`src/rtl/cpu_pkg.sv`:
```
// rtl/cpu_pkg.sv - shared CPU condition codes and flag bit positions
package cpu_pkg;

  typedef enum logic [3:0] {
    EQ = 4'h0, NE = 4'h1, CS = 4'h2, CC = 4'h3,
    MI = 4'h4, PL = 4'h5, VS = 4'h6, VC = 4'h7,
    HI = 4'h8, LS = 4'h9, GE = 4'ha, LT = 4'hb,
    GT = 4'hc, LE = 4'hd, AL = 4'he, NV = 4'hf
  } cond_e;

  // Positions inside the {N,Z,C,V} flag vector
  localparam int FLAG_N = 3;
  localparam int FLAG_Z = 2;
  localparam int FLAG_C = 1;
  localparam int FLAG_V = 0;

  // Positions inside the decoder's FlagW field
  localparam int FLAGW_NZ = 1;
  localparam int FLAGW_CV = 0;

endpackage

```
`src/rtl/cond_unit_if.sv`:
```
// rtl/cond_unit_if.sv - decoder/alu to condition unit signal bundle
interface cond_unit_if #(
  parameter int CNT_W = 16
);
  logic             en;
  logic [3:0]       Cond;
  logic [3:0]       ALUFlag;
  logic [1:0]       FlagW;
  logic             PCS;
  logic             RegW;
  logic             MemW;
  logic             NoWrite;
  logic             CondEx;
  logic             PCSrc;
  logic             RegWrite;
  logic             MemWrite;
  logic [3:0]       Flags;
  logic [CNT_W-1:0] SkipCount;

  // Decoder/datapath side: drives the instruction, observes the gated enables
  modport master (
    output en, Cond, ALUFlag, FlagW, PCS, RegW, MemW, NoWrite,
    input  CondEx, PCSrc, RegWrite, MemWrite, Flags, SkipCount
  );

  // Condition unit side
  modport slave (
    input  en, Cond, ALUFlag, FlagW, PCS, RegW, MemW, NoWrite,
    output CondEx, PCSrc, RegWrite, MemWrite, Flags, SkipCount
  );

endinterface

```
`src/rtl/cond_unit_check.sv`:
```
// rtl/cond_unit_check.sv - combinational condition field evaluation
module cond_check
  import cpu_pkg::*;
(
  input  logic [3:0] cond,
  input  logic [3:0] flags,
  output logic       cond_ex
);

  logic n, z, c, v;

  assign n = flags[FLAG_N];
  assign z = flags[FLAG_Z];
  assign c = flags[FLAG_C];
  assign v = flags[FLAG_V];

  // Decode the condition field against the architectural flags; NV never passes
  always_comb begin
    cond_ex = 1'b0;
    case (cond_e'(cond))
      EQ: cond_ex = z;
      NE: cond_ex = ~z;
      CS: cond_ex = c;
      CC: cond_ex = ~c;
      MI: cond_ex = n;
      PL: cond_ex = ~n;
      VS: cond_ex = v;
      VC: cond_ex = ~v;
      HI: cond_ex = c & ~z;
      LS: cond_ex = ~c | z;
      GE: cond_ex = (n == v);
      LT: cond_ex = (n != v);
      GT: cond_ex = ~z & (n == v);
      LE: cond_ex = z | (n != v);
      AL: cond_ex = 1'b1;
      default: cond_ex = 1'b0;
    endcase
  end

endmodule

```
`src/rtl/cond_unit.sv`:
```
// rtl/cond_unit.sv - flag register, write-enable gating and squash counter
module cond_unit
  import cpu_pkg::*;
#(
  parameter int CNT_W = 16
) (
  input logic        clk,
  input logic        reset_n,
  cond_unit_if.slave bus
);

  logic [3:0]       flags_q;
  logic [CNT_W-1:0] skip_q;
  logic             cond_ex;

  // Conditions always see the registered flags, so a flag-setting instruction
  // only influences the instruction after it
  cond_check u_check (
    .cond    (bus.Cond),
    .flags   (flags_q),
    .cond_ex (cond_ex)
  );

  // Architectural flags: each half written only by a passing, advancing instruction
  always_ff @(posedge clk) begin
    if (!reset_n) begin
      flags_q <= '0;
    end else if (bus.en && cond_ex) begin
      if (bus.FlagW[FLAGW_NZ]) begin
        flags_q[FLAG_N] <= bus.ALUFlag[FLAG_N];
        flags_q[FLAG_Z] <= bus.ALUFlag[FLAG_Z];
      end
      if (bus.FlagW[FLAGW_CV]) begin
        flags_q[FLAG_C] <= bus.ALUFlag[FLAG_C];
        flags_q[FLAG_V] <= bus.ALUFlag[FLAG_V];
      end
    end
  end

  // Saturating count of squashed instructions, sticks at all-ones
  always_ff @(posedge clk) begin
    if (!reset_n) begin
      skip_q <= '0;
    end else if (bus.en && !cond_ex && (skip_q != {CNT_W{1'b1}})) begin
      skip_q <= skip_q + 1'b1;
    end
  end

  // Side-effect enables only for advancing instructions whose condition passed
  always_comb begin
    bus.CondEx    = cond_ex;
    bus.PCSrc     = bus.PCS  & cond_ex & bus.en;
    bus.RegWrite  = bus.RegW & cond_ex & bus.en & ~bus.NoWrite;
    bus.MemWrite  = bus.MemW & cond_ex & bus.en;
    bus.Flags     = flags_q;
    bus.SkipCount = skip_q;
  end

endmodule
```
`src/flat_wrapper.sv`:
```
// flat-port wrapper written by rule: the top's interface ports become plain ports
module cond_unit_flat import cpu_pkg::*;
#(
  parameter int CNT_W = 16
)
  (clk, reset_n, bus_en, bus_Cond, bus_ALUFlag, bus_FlagW, bus_PCS, bus_RegW, bus_MemW, bus_NoWrite, bus_CondEx, bus_PCSrc, bus_RegWrite, bus_MemWrite, bus_Flags, bus_SkipCount);
  cond_unit_if #(.CNT_W(CNT_W)) bus_i ();
  input logic clk;
  input logic reset_n;
  input wire logic [$bits(bus_i.en)-1:0] bus_en;
  input wire logic [$bits(bus_i.Cond)-1:0] bus_Cond;
  input wire logic [$bits(bus_i.ALUFlag)-1:0] bus_ALUFlag;
  input wire logic [$bits(bus_i.FlagW)-1:0] bus_FlagW;
  input wire logic [$bits(bus_i.PCS)-1:0] bus_PCS;
  input wire logic [$bits(bus_i.RegW)-1:0] bus_RegW;
  input wire logic [$bits(bus_i.MemW)-1:0] bus_MemW;
  input wire logic [$bits(bus_i.NoWrite)-1:0] bus_NoWrite;
  output wire logic [$bits(bus_i.CondEx)-1:0] bus_CondEx;
  output wire logic [$bits(bus_i.PCSrc)-1:0] bus_PCSrc;
  output wire logic [$bits(bus_i.RegWrite)-1:0] bus_RegWrite;
  output wire logic [$bits(bus_i.MemWrite)-1:0] bus_MemWrite;
  output wire logic [$bits(bus_i.Flags)-1:0] bus_Flags;
  output wire logic [$bits(bus_i.SkipCount)-1:0] bus_SkipCount;
  assign bus_i.en = bus_en;
  assign bus_i.Cond = bus_Cond;
  assign bus_i.ALUFlag = bus_ALUFlag;
  assign bus_i.FlagW = bus_FlagW;
  assign bus_i.PCS = bus_PCS;
  assign bus_i.RegW = bus_RegW;
  assign bus_i.MemW = bus_MemW;
  assign bus_i.NoWrite = bus_NoWrite;
  assign bus_CondEx = bus_i.CondEx;
  assign bus_PCSrc = bus_i.PCSrc;
  assign bus_RegWrite = bus_i.RegWrite;
  assign bus_MemWrite = bus_i.MemWrite;
  assign bus_Flags = bus_i.Flags;
  assign bus_SkipCount = bus_i.SkipCount;
  cond_unit #(.CNT_W(CNT_W)) u_core (.clk(clk), .reset_n(reset_n), .bus(bus_i));
endmodule
```
`config.mk`:
```
export PLATFORM = sky130hd
export DESIGN_NAME = cond_unit_flat
export DESIGN_NICKNAME = d
export VERILOG_FILES = /design/src/rtl/cpu_pkg.sv /design/src/rtl/cond_unit_if.sv /design/src/rtl/cond_unit_check.sv /design/src/rtl/cond_unit.sv /design/src/flat_wrapper.sv
export SDC_FILE = /design/constraint.sdc
export NUM_CORES = 1
export LEC_CHECK = 0
export BUFFER_PORTS_ARGS = -buffer_cell sky130_fd_sc_hd__buf_4
export CORE_MARGIN = 1.5
export CORE_UTILIZATION = 35
export CTS_CLUSTER_DIAMETER = 100
export DETAILED_ROUTE_END_ITERATION = 10
export SETUP_SLACK_MARGIN = 0.5
export SLEW_MARGIN = 30
export SYNTH_ARGS = -nofsm -noshare
export SYNTH_HDL_FRONTEND = slang
export SYNTH_SLANG_ARGS = --single-unit
```
`constraint.sdc`:
```
create_clock -name clk -period 2.8 [get_ports clk]
set_input_delay 0.28 -clock clk [delete_from_list [all_inputs] [get_ports clk]]
set_output_delay 0.28 -clock clk [all_outputs]
set_load 0.05 [all_outputs]
```
After elaboration in Yosys (flattened, before gate mapping)
Cells that the tools add are included.
Widths: inputs -> output; s select.
Word-level totals
  bits in registers: 20
  input port bits: 17
  logic and storage cells: 45
Operators by class
  $add $sub $neg: 1
  equality and inequality tests: 17
  muxes and demuxes: 1
  bitwise operators: 16
  reductions and logical operators: 7
Operators with widths (count)
  $eq 4x4->1 const B: 7
  $add 16x1->16 const B: 1
  $eq 4x3->1 const B: 4
  $ne 16x16->1 const B: 1
  $pmux 1 s15: 1
  $and 1x1->1: 9
  $eq 4x2->1 const B: 2
  $not 1->1: 5
  $eq 4x1->1 const B: 1
  $logic_not 4->1: 1
  $reduce_and 2->1: 2
  $logic_and 1x1->1: 3
  $or 1x1->1: 2
  $eq 1x1->1: 1
  $logic_not 1->1: 1
  $ne 1x1->1: 1

Longest topological paths before layout
Gate-level depths: netlist of the first run.
  word-level depth: 6
  gate-level depth with buffers: 8
  depth with buffers taken out: 6

Modules after synthesis
A second synthesis of the first run with hierarchy kept.
Second synthesis, totals
  cells, all modules: 146
  area total of the unflattened synthesis: 1203.7 µm²
Modules (own cells, without submodules)
  cond_unit: instances 1, cells an instance 118, area each 1009.7 µm²
  cond_check: instances 1, cells an instance 28, area each 193.9 µm²

Worst setup path before layout of the first run
OpenSTA, ideal clock, no wires.
  path type: reg-to-output
  from: register u_core.flags_q[3], in the netlist u_core.bus.Flags[3]
  to: output port bus_RegWrite
  arrival: 2.504 ns
  required time: 2.520 ns
  setup slack: 0.016 ns
  cell stages (with the launch flop): 7
  buffers on the path: 1
  path through: dfxtp_1 xor2_1 mux2_2 a32o_1 nand3_2 buf_2 and4b_1
Between the ends
  longest elaborated chain between the ends: 6
  elaborated cells on any way between the ends: 9
  those cells by class: eq/ne (2); mux (1); bitwise (6)
RTL lines
  start, declared: RTL line cond_unit.sv:12  | logic [3:0] flags_q;
  start signal, assigned by index: RTL line cond_unit.sv:30  | flags_q[FLAG_N] <= bus.ALUFlag[FLAG_N];
  start signal, assigned by index: RTL line cond_unit.sv:31  | flags_q[FLAG_Z] <= bus.ALUFlag[FLAG_Z];
  start signal, assigned by index: RTL line cond_unit.sv:34  | flags_q[FLAG_C] <= bus.ALUFlag[FLAG_C];
  $ne 1x1->1 / $eq 1x1->1 (equally long branches)
  $or 1x1->1 / $and 1x1->1 (equally long branches): RTL line cond_unit_check.sv:34, cond_unit_check.sv:33
  $pmux 1 s15 *: RTL line cond_unit_check.sv:20  | case (cond_e'(cond))
  named net bus_CondEx: RTL line flat_wrapper.sv:18  | output wire logic [$bits(bus_i.CondEx)-1:0] bus_CondEx;
  $and 1x1->1 * (3 in a row): RTL line cond_unit.sv:53  | bus.RegWrite = bus.RegW & cond_ex & bus.en & ~bus.NoWrite;
  end, declared: RTL line flat_wrapper.sv:20  | output wire logic [$bits(bus_i.RegWrite)-1:0] bus_RegWrite;
Mark *: on every way through the listed nets, which the timed path passes. The rest lies on a longest branch.

Worst setup path after layout of the first run
  from: register u_core.flags_q[3], in the netlist u_core.bus.Flags[3]
  to: output port bus_RegWrite
Between the ends
  longest elaborated chain between the ends: 6
  elaborated cells on any way between the ends: 9
  those cells by class: eq/ne (2); mux (1); bitwise (6)
RTL lines (RTL line)
  $ne 1x1->1 / $eq 1x1->1 (equally long branches)
  $or 1x1->1 / $and 1x1->1 (equally long branches): cond_unit_check.sv:34, cond_unit_check.sv:33
  $pmux 1 s15 *: cond_unit_check.sv:20
  $and 1x1->1 * (3 in a row): cond_unit.sv:53
Every way passes the cells marked *; elsewhere a longest branch is shown, timed or not.

==> flow_summary_export.csv, run 1 <==
group,metric,value,unit
synth,synthSimpleGateAreaFrac,34.0,%
worst_hold_path,holdCritPathClass,"primary input to register",
timing,hold_slack,0.194,ns
timing,layout_setup_ws,0.522,ns
grt,track_usage,17.7,%
critical_path,required,2.52,ns
power_and_ir_drop,ir_worst_vdd,0.230,mV
clocking,tritoncts,"built",
detailed_routing,drtIter0Drc,100,
placed_design,dpl.hpwl,2310,microns
clocking,cts_num_sinks,20,
power_and_ir_drop,p_per_area,390,nW/um^2
floorplanning,die_width,63.5,microns
final_layout,syn_to_final_growth,41.1,%
clocking,htree_levels,1,
placed_design,gp_congestion,0.779,
detailed_routing,dr_total_vias,1346,
synth,syn_nets,172,
clocking,insertion_delay,0.31,ns
final_layout,n_antenna_cell,0,
synth,ys_seq_area_share,31.3,%
synth,muxShareOfSynthArea,11.0,%
timing,finalSetupViolCount,0,
power_and_ir_drop,p_comb_share,23.3,%
timing,max_slew.worst_pin.slew,0.346,ns
placed_design,dp_slack,0.353,ns
floorplanning,initial_core_util,37.5,%
detailed_routing,via_per_inst,5.59,
power_and_ir_drop,sequentialPowerShare,42.1,%
synth,synth_compound_area_share,16.1,%
grt,grt_pass1_vias,1256,
floorplanning,io_pins,41,
detailed_routing,avgRoutedWirePerCell,14.9,microns
detailed_routing,drt_first_pass_iters,4,
final_layout,final-seq-area,414,sq um
synth,synth_area,1280,sq um
power_and_ir_drop,clockPowerShare,34.6,%
synth,synth_top_family_by_area,"simple AND/OR/NAND/NOR gates",
timing,skew,0.00994,ns
clocking,cts_hold_buffers,0,
detailed_routing,ant_nets,0,
grt,grt_first_pass_wirelength,5840,microns
critical_path,worst_setup_path_end_kind,"output pin",
floorplanning,core_area,3420,sq um
synth,yosysWarnings,0,
critical_path,crit_fanout,5,
timing,min_period_over_period,81.3,%
clocking,cts_made_buffers,3,
floorplanning,rows,21,
power_and_ir_drop,p_int,501,uW
placed_design,port_buffers,40,
synth,synth_most_common_cell,"nand2_1",
clocking,clkTransAtPathRegs,0.13,ns
final_layout,drive_gt1_share,35.9,%
run_status,outcome,"complete, no violations",
detailed_routing,routed_wl,3590,microns
detailed_routing,drc,0,
synth,ys_seq_elements,20,
clocking,root_buffer,"clkbuf_4",
synth,synth_edf_count,0,
timing,finalSetupTns,0,ns
synth,synth_adder_area_share,0.977,%
critical_path,arrival,2.00,ns
synth,ys_types,38,
critical_path,crit_type,"register to output pin",
grt,grt_overflow,0,
final_layout,multi_input_area,888,sq um
timing,max_freq,0.439,GHz
grt,antenna_found_initial,0,
synth,synthXorXnorAreaFrac,1.37,%
synth,synth_top_area_cell,"dfxtp_1",
synth,synthCells,154,
synth,async_flop_share,0,%
final_layout,fin_nets,214,
critical_path,start_kind,"register",
timing,rsz0062_at_grt,"true",
synth,synth_area_per_cell,8.32,sq um
synth,synthFlopType,"dfxtp_1",
timing,relSlewSlack,76.7,%
power_and_ir_drop,switchingPower,203,uW
floorplanning,die_y,63.5,microns
synth,synthTopCellsByArea,"dfxtp_1 (31%), mux2i_1 (10%), nand2_1 (7.3%)",
synth,netlist_top_cells_count,"nand2_1 (25), dfxtp_1 (20), mux2i_1 (13)",
run,cap_viol_max_count,0,
timing,post-route-min-period,2.28,ns
floorplanning,die_area,4030,sq um
synth,synth.top_cell.area_share,31.3,%
timing,maxSlewViolCount,0,
grt,grt_max_degree,34,
timing,hold_viol,0,
final_layout,fill_cells,329,
clocking,clock_path_buffers,2,
power_and_ir_drop,sw_frac_of_total,28.9,%
critical_path,r2r_slack,0.59,ns
power_and_ir_drop,p_leak,0.000723,uW
[path summary, 6_finish.rpt]
kind	start	endpoint	cells after the start
min reg2reg	u_core.bus.SkipCount[6]	u_core.bus.SkipCount[6]	2
max	u_core.bus.Flags[3]	bus_RegWrite	6
max reg2reg	u_core.bus.Flags[0]	u_core.bus.SkipCount[5]	7
min	bus_ALUFlag[0]	u_core.bus.Flags[0]	3
[routing by layer]
metal  vias up  global-route usage, %  wire (microns)
met1       653                   21.9            1610
met2        32                   30.4            1790
li1        657                      -               -
met3         4                   4.46             158
met4         0                   4.89              30
met5         -                      0               0
[stage by stage]
stage          power (uW)  cell area, sq um  instances  util, %
3_3_place_gp          432              1610        230     47.1
4_1_cts               701              1750        239     51.2
2_1_floorplan         396              1300        154        -
6_report              704              1810        241     52.9
3_5_place_dp          436              1610        230     47.1
5_1_grt               737              1810        241     52.9
[power groups by stage]
stage                     Sequential (uW)  Combinational [uW]  Clock (uW)
after floorplan                       316                80.3           0
after CTS                             296                 154         252
after detailed placement              301                 135           0
final                                 296                 164         244
after global routing                  297                 177         263
after global placement                301                 131           0
[cell families after synthesis]
family	after synthesis
xor+xnor	2
mux	14
buf+inv	15
compound gates	23
simple gates	79
flops	20
fa+ha+maj	1
[critical path: stages (launching register included)]
cell and delay, ns:
dfxtp_4 0.42, xor2_4 0.21, mux2_4 0.32, a32o_2 0.27
nand3_4 0.08, and4b_4 0.25, buf_8 0.15
[what timing repair did]
| action | 4_1_cts | 5_1_grt |
|---|---|---|
| endpoints found under the setup margin | 15 | 19 |
| setup buffers | 4 | 2 |
| cloned | 1 | 0 |
| resized for setup | 8 | 7 |
| pin swaps | 2 | 5 |
| endpoints found under the hold margin | 0 | 0 |
[cell type report]
| class | instances | share of cell area [%] |
|---|---|---|
| Tap cell | 46 | 3.18 |
| Sequential cell | 20 | 22.9 |
| Multi-Input combinational cell | 120 | 49.1 |
| Timing Repair Buffer | 46 | 20.8 |
| Inverter | 5 | 1.04 |
| Clock inverter | 1 | 1.66 |
| Clock buffer | 3 | 1.25 |
[registers in the layout (all words and copies together) (netlist names)]
signal,count
u_core.bus.SkipCount,16
u_core.bus.Flags,4
[placed cells by master (no fill, tap or decap), types with 2 or more instances in the layout]
master	count
buf_8	2
nor2_1	3
o31ai_1	6
and3_2	2
mux2i_1	13
nor4_1	7
a21boi_1	5
nand2b_1	7
clkbuf_4	3
nand3_1	11
buf_4	42
o21a_1	3
dfxtp_4	2
inv_1	5
dfxtp_2	5
nor3_1	2
or3_1	3
nand4_1	3
nand2_1	25
dfxtp_1	13
or4_1	7
Power figures use the tool's default switching activity.
==> inputs of run 2 (changes only) <==
--- a/config.mk
+++ b/config.mk
@@ -5,6 +5,7 @@
 export SDC_FILE = /design/constraint.sdc
 export NUM_CORES = 1
 export LEC_CHECK = 0
+export ABC_AREA = 1
 export BUFFER_PORTS_ARGS = -buffer_cell sky130_fd_sc_hd__buf_4
 export CORE_MARGIN = 1.5
 export CORE_UTILIZATION = 35
==> constraint.sdc (replaced) <==
create_clock -name clk -period 2.39 [get_ports clk]
set_input_delay 0.239 -clock clk [delete_from_list [all_inputs] [get_ports clk]]
set_output_delay 0.239 -clock clk [all_outputs]
set_load 0.05 [all_outputs]
==> run 2 against run 1 <==
  * Area after synthesis grew 6.7%
  * Clock skew up 0.0016 ns
  * Combinational power grew 77%
  * Count of clock-buffer cells in the layout grew 1
  * Critical path depth up 6
==> flow_summary_export.csv, run 2 <==
group,metric,value,unit
clocking,htree_levels,1,
timing,max_slew.worst_pin.slew,0.318,ns
detailed_routing,avgRoutedWirePerCell,10.8,microns
critical_path,crit_type,"register to output pin",
placed_design,dp_cells,322,
placed_design,port_buffers,40,
placed_design,dp_slack,0.604,ns
detailed_routing,drc,0,
floorplanning,core_area,3720,sq um
power_and_ir_drop,p_leak,0.000982,uW
synth,ys_seq_elements,20,
final_layout,n_antenna_cell,0,
critical_path,reg2regPathDepth,15,
clocking,cts_num_sinks,20,
timing,skew,0.0115,ns
run,cap_viol_max_count,0,
floorplanning,die_area,4290,sq um
critical_path,crit_cells,12,
detailed_routing,drtIter0Drc,68,
timing,hold_viol,0,
clocking,cts_hold_buffers,0,
critical_path,arrival,1.66,ns
synth,synth_most_common_cell,"nand2_1",
critical_path,r2r_slack,0.59,ns
synth,ys_types,24,
clocking,clkTransAtPathRegs,0.08,ns
floorplanning,io_pins,41,
critical_path,slowest_delay,0.38,ns
grt,antenna_found_initial,0,
synth,async_flop_share,0,%
floorplanning,die_y,65.5,microns
final_layout,syn_to_final_growth,43.8,%
worst_hold_path,holdCritPathClass,"primary input to register",
synth,synthTopCellsByArea,"dfxtp_1 (29%), nand2_1 (18%), nor2_1 (14%)",
power_and_ir_drop,power,883,uW
floorplanning,rows,22,
synth,synth.top_cell.area_share,29.3,%
clocking,root_buffer,"clkbuf_8",
final_layout,largest_reg_flops,16,
floorplanning,die_width,65.5,microns
critical_path,crit_fanout,4,
grt,grt_max_degree,21,
critical_path,cp_cell_sequence,"inv_4 -> nand2_4 -> nand2_4 -> nand2_4 -> nand2_1 -> nand2_1 -> nand2_2 -> nor2_4 -> nand2_8 -> nand2_8 -> nor3b_4 -> buf_6",
grt,grt_overflow,0,
timing,relSlewSlack,78.7,%
final_layout,drive_gt1_share,28.8,%
critical_path,required,2.15,ns
timing,finalSetupTns,0,ns
grt,grt_first_pass_wirelength,5950,microns
synth,synth_edf_count,0,
final_layout,fin_nets,307,
critical_path,crit_buf_inv,2,
final_layout,final_cell_mix,"nand2_1 (59), nor2_1 (49), buf_4 (46)",
critical_path,timing.rr.end,"u_core.bus.SkipCount[8]",
critical_path,setup.worst_path.start,"u_core.bus.Flags[3]",
detailed_routing,via_per_inst,4.63,
synth,synth_area,1370,sq um
clocking,insertion_delay,0.26,ns
run_status,outcome,"complete, no violations",
clocking,cts_made_buffers,3,
detailed_routing,ant_nets,0,
critical_path,cp-endpoint,"bus_RegWrite",
power_and_ir_drop,p_per_area,449,nW/um^2
synth,synth_top_area_cell,"dfxtp_1",
synth,synth_area_per_cell,5.77,sq um
floorplanning,initial_core_util,36.8,%
timing,rsz0062_at_grt,"true",
grt,track_usage,17.5,%
placed_design,gp_congestion,0.831,
detailed_routing,drt_first_pass_iters,4,
synth,synthCells,237,
critical_path,crit_top_cell,"nand2_4",
timing,max_freq,0.525,GHz
critical_path,path_delay_family,"simple AND/OR/NAND/NOR gates",
critical_path,start_kind,"register",
critical_path,r2r-start,"u_core.bus.Flags[3]",
final_layout,fin_util,52.9,%
detailed_routing,dr_total_vias,1557,
grt,grt_pass1_vias,1404,
final_layout,mostFrequentLayoutCell,"nand2_1",
timing,maxSlewViolCount,0,
placed_design,dpl.hpwl,2540,microns
detailed_routing,routed_wl,3620,microns
timing,finalSetupViolCount,0,
final_layout,instances_no_fill,336,
synth,synthFlopType,"dfxtp_1",
power_and_ir_drop,ir_worst_vdd,0.323,mV
synth,netlist_top_cells_count,"nand2_1 (66), nor2_1 (51), inv_1 (38)",
timing,min_period_over_period,79.6,%
timing,layout_setup_ws,0.487,ns
synth,ys_seq_area_share,29.3,%
critical_path,slowest_stage,"dfxtp_4",
clocking,tritoncts,"built",
synth,yosysWarnings,0,
timing,post-route-min-period,1.90,ns
synth,syn_nets,255,
clocking,clock_path_buffers,2,
critical_path,worst_setup_path_end_kind,"output pin",
-- run 2: changes by cell type in the layout (fill, tap and decap cells not counted), moves of 6 or more --
cell	delta
nor4_1	-7
inv_1	+32
mux2i_1	-13
a21oi_1	+6
nand2_1	+34
nand3_1	+8
nand2b_1	-7
o31ai_1	-6
nor2_1	+46
or4_1	-7
-- run 2: tightest hold or removal path: cells and delay by family --
| family | cells | cell delay (ns) |
|---|---|---|
| AND/OR/NAND/NOR | 2 | 0.11 |
| buffers and inverters | 1 | 0.08 |
-- run 2: final cells by class --
class,instances,area [sq um]
Tap cell,48,60.1
Sequential cell,20,415
Inverter,42,163
Multi-Input combinational cell,172,893
Clock buffer,4,45.0
Timing Repair Buffer,50,390
Fill cell,396,1750
-- run 2: kinds of logic (layout without fill, tap and decap cells) --
group	count (synthesis)	count (layout)	synth area share [%]
AND/OR/NAND/NOR	153	153	49.9
flip-flops	20	20	29.3
adder cells (fa/ha/maj)	1	1	0.915
buffers and inverters	45	96	12.4
AO/OA/AOI/OAI	18	18	7.50
-- run 2: per-layer routing --
| metal | global-route usage, % | up-vias | routed length, microns | share of wire (%) |
|---|---|---|---|---|
| met2 | 31.1 | 54 | 1740 | 48 |
| met3 | 3.60 | 6 | 210 | 5.8 |
| met4 | 4.69 | 0 | 61 | 1.7 |
| met1 | 21.5 | 664 | 1610 | 44 |
| met5 | 0 | - | 0 | 0 |
| li1 | - | 833 | - | - |
-- run 2: worst min path at each step --
stage	start	endpoint	slack (ns)	cells past startpoint
floorplan	bus_ALUFlag[0]	u_core.bus.Flags[0]	0.37	2
global placement	bus_ALUFlag[2]	u_core.bus.Flags[2]	0.47	3
detailed placement	bus_ALUFlag[3]	u_core.bus.Flags[3]	0.47	3
CTS	bus_ALUFlag[3]	u_core.bus.Flags[3]	0.19	3
global route	bus_ALUFlag[3]	u_core.bus.Flags[3]	0.19	3
finish	bus_ALUFlag[3]	u_core.bus.Flags[3]	0.19	3
-- run 2: power breakdown --
group / leakage (uW) / switching, uW / internal (uW)
Clock: 0.0000228 / 116 / 119
Sequential: 0.000165 / 15.0 / 343
Combinational: 0.000795 / 178 / 113
-- run 2: timing repair --
item,4_1_cts,5_1_grt
setup endpoints to repair,4,6
resized for setup,5,16
buffers inserted,7,3
pin swaps,6,9
-- run 2: through the flow --
stage               area, sq um  hold slack [ns]
global route               1970            0.194
finish                     1970            0.192
floorplan                  1420            0.373
CTS                        1880            0.190
global placement           1770            0.467
detailed placement         1770            0.470
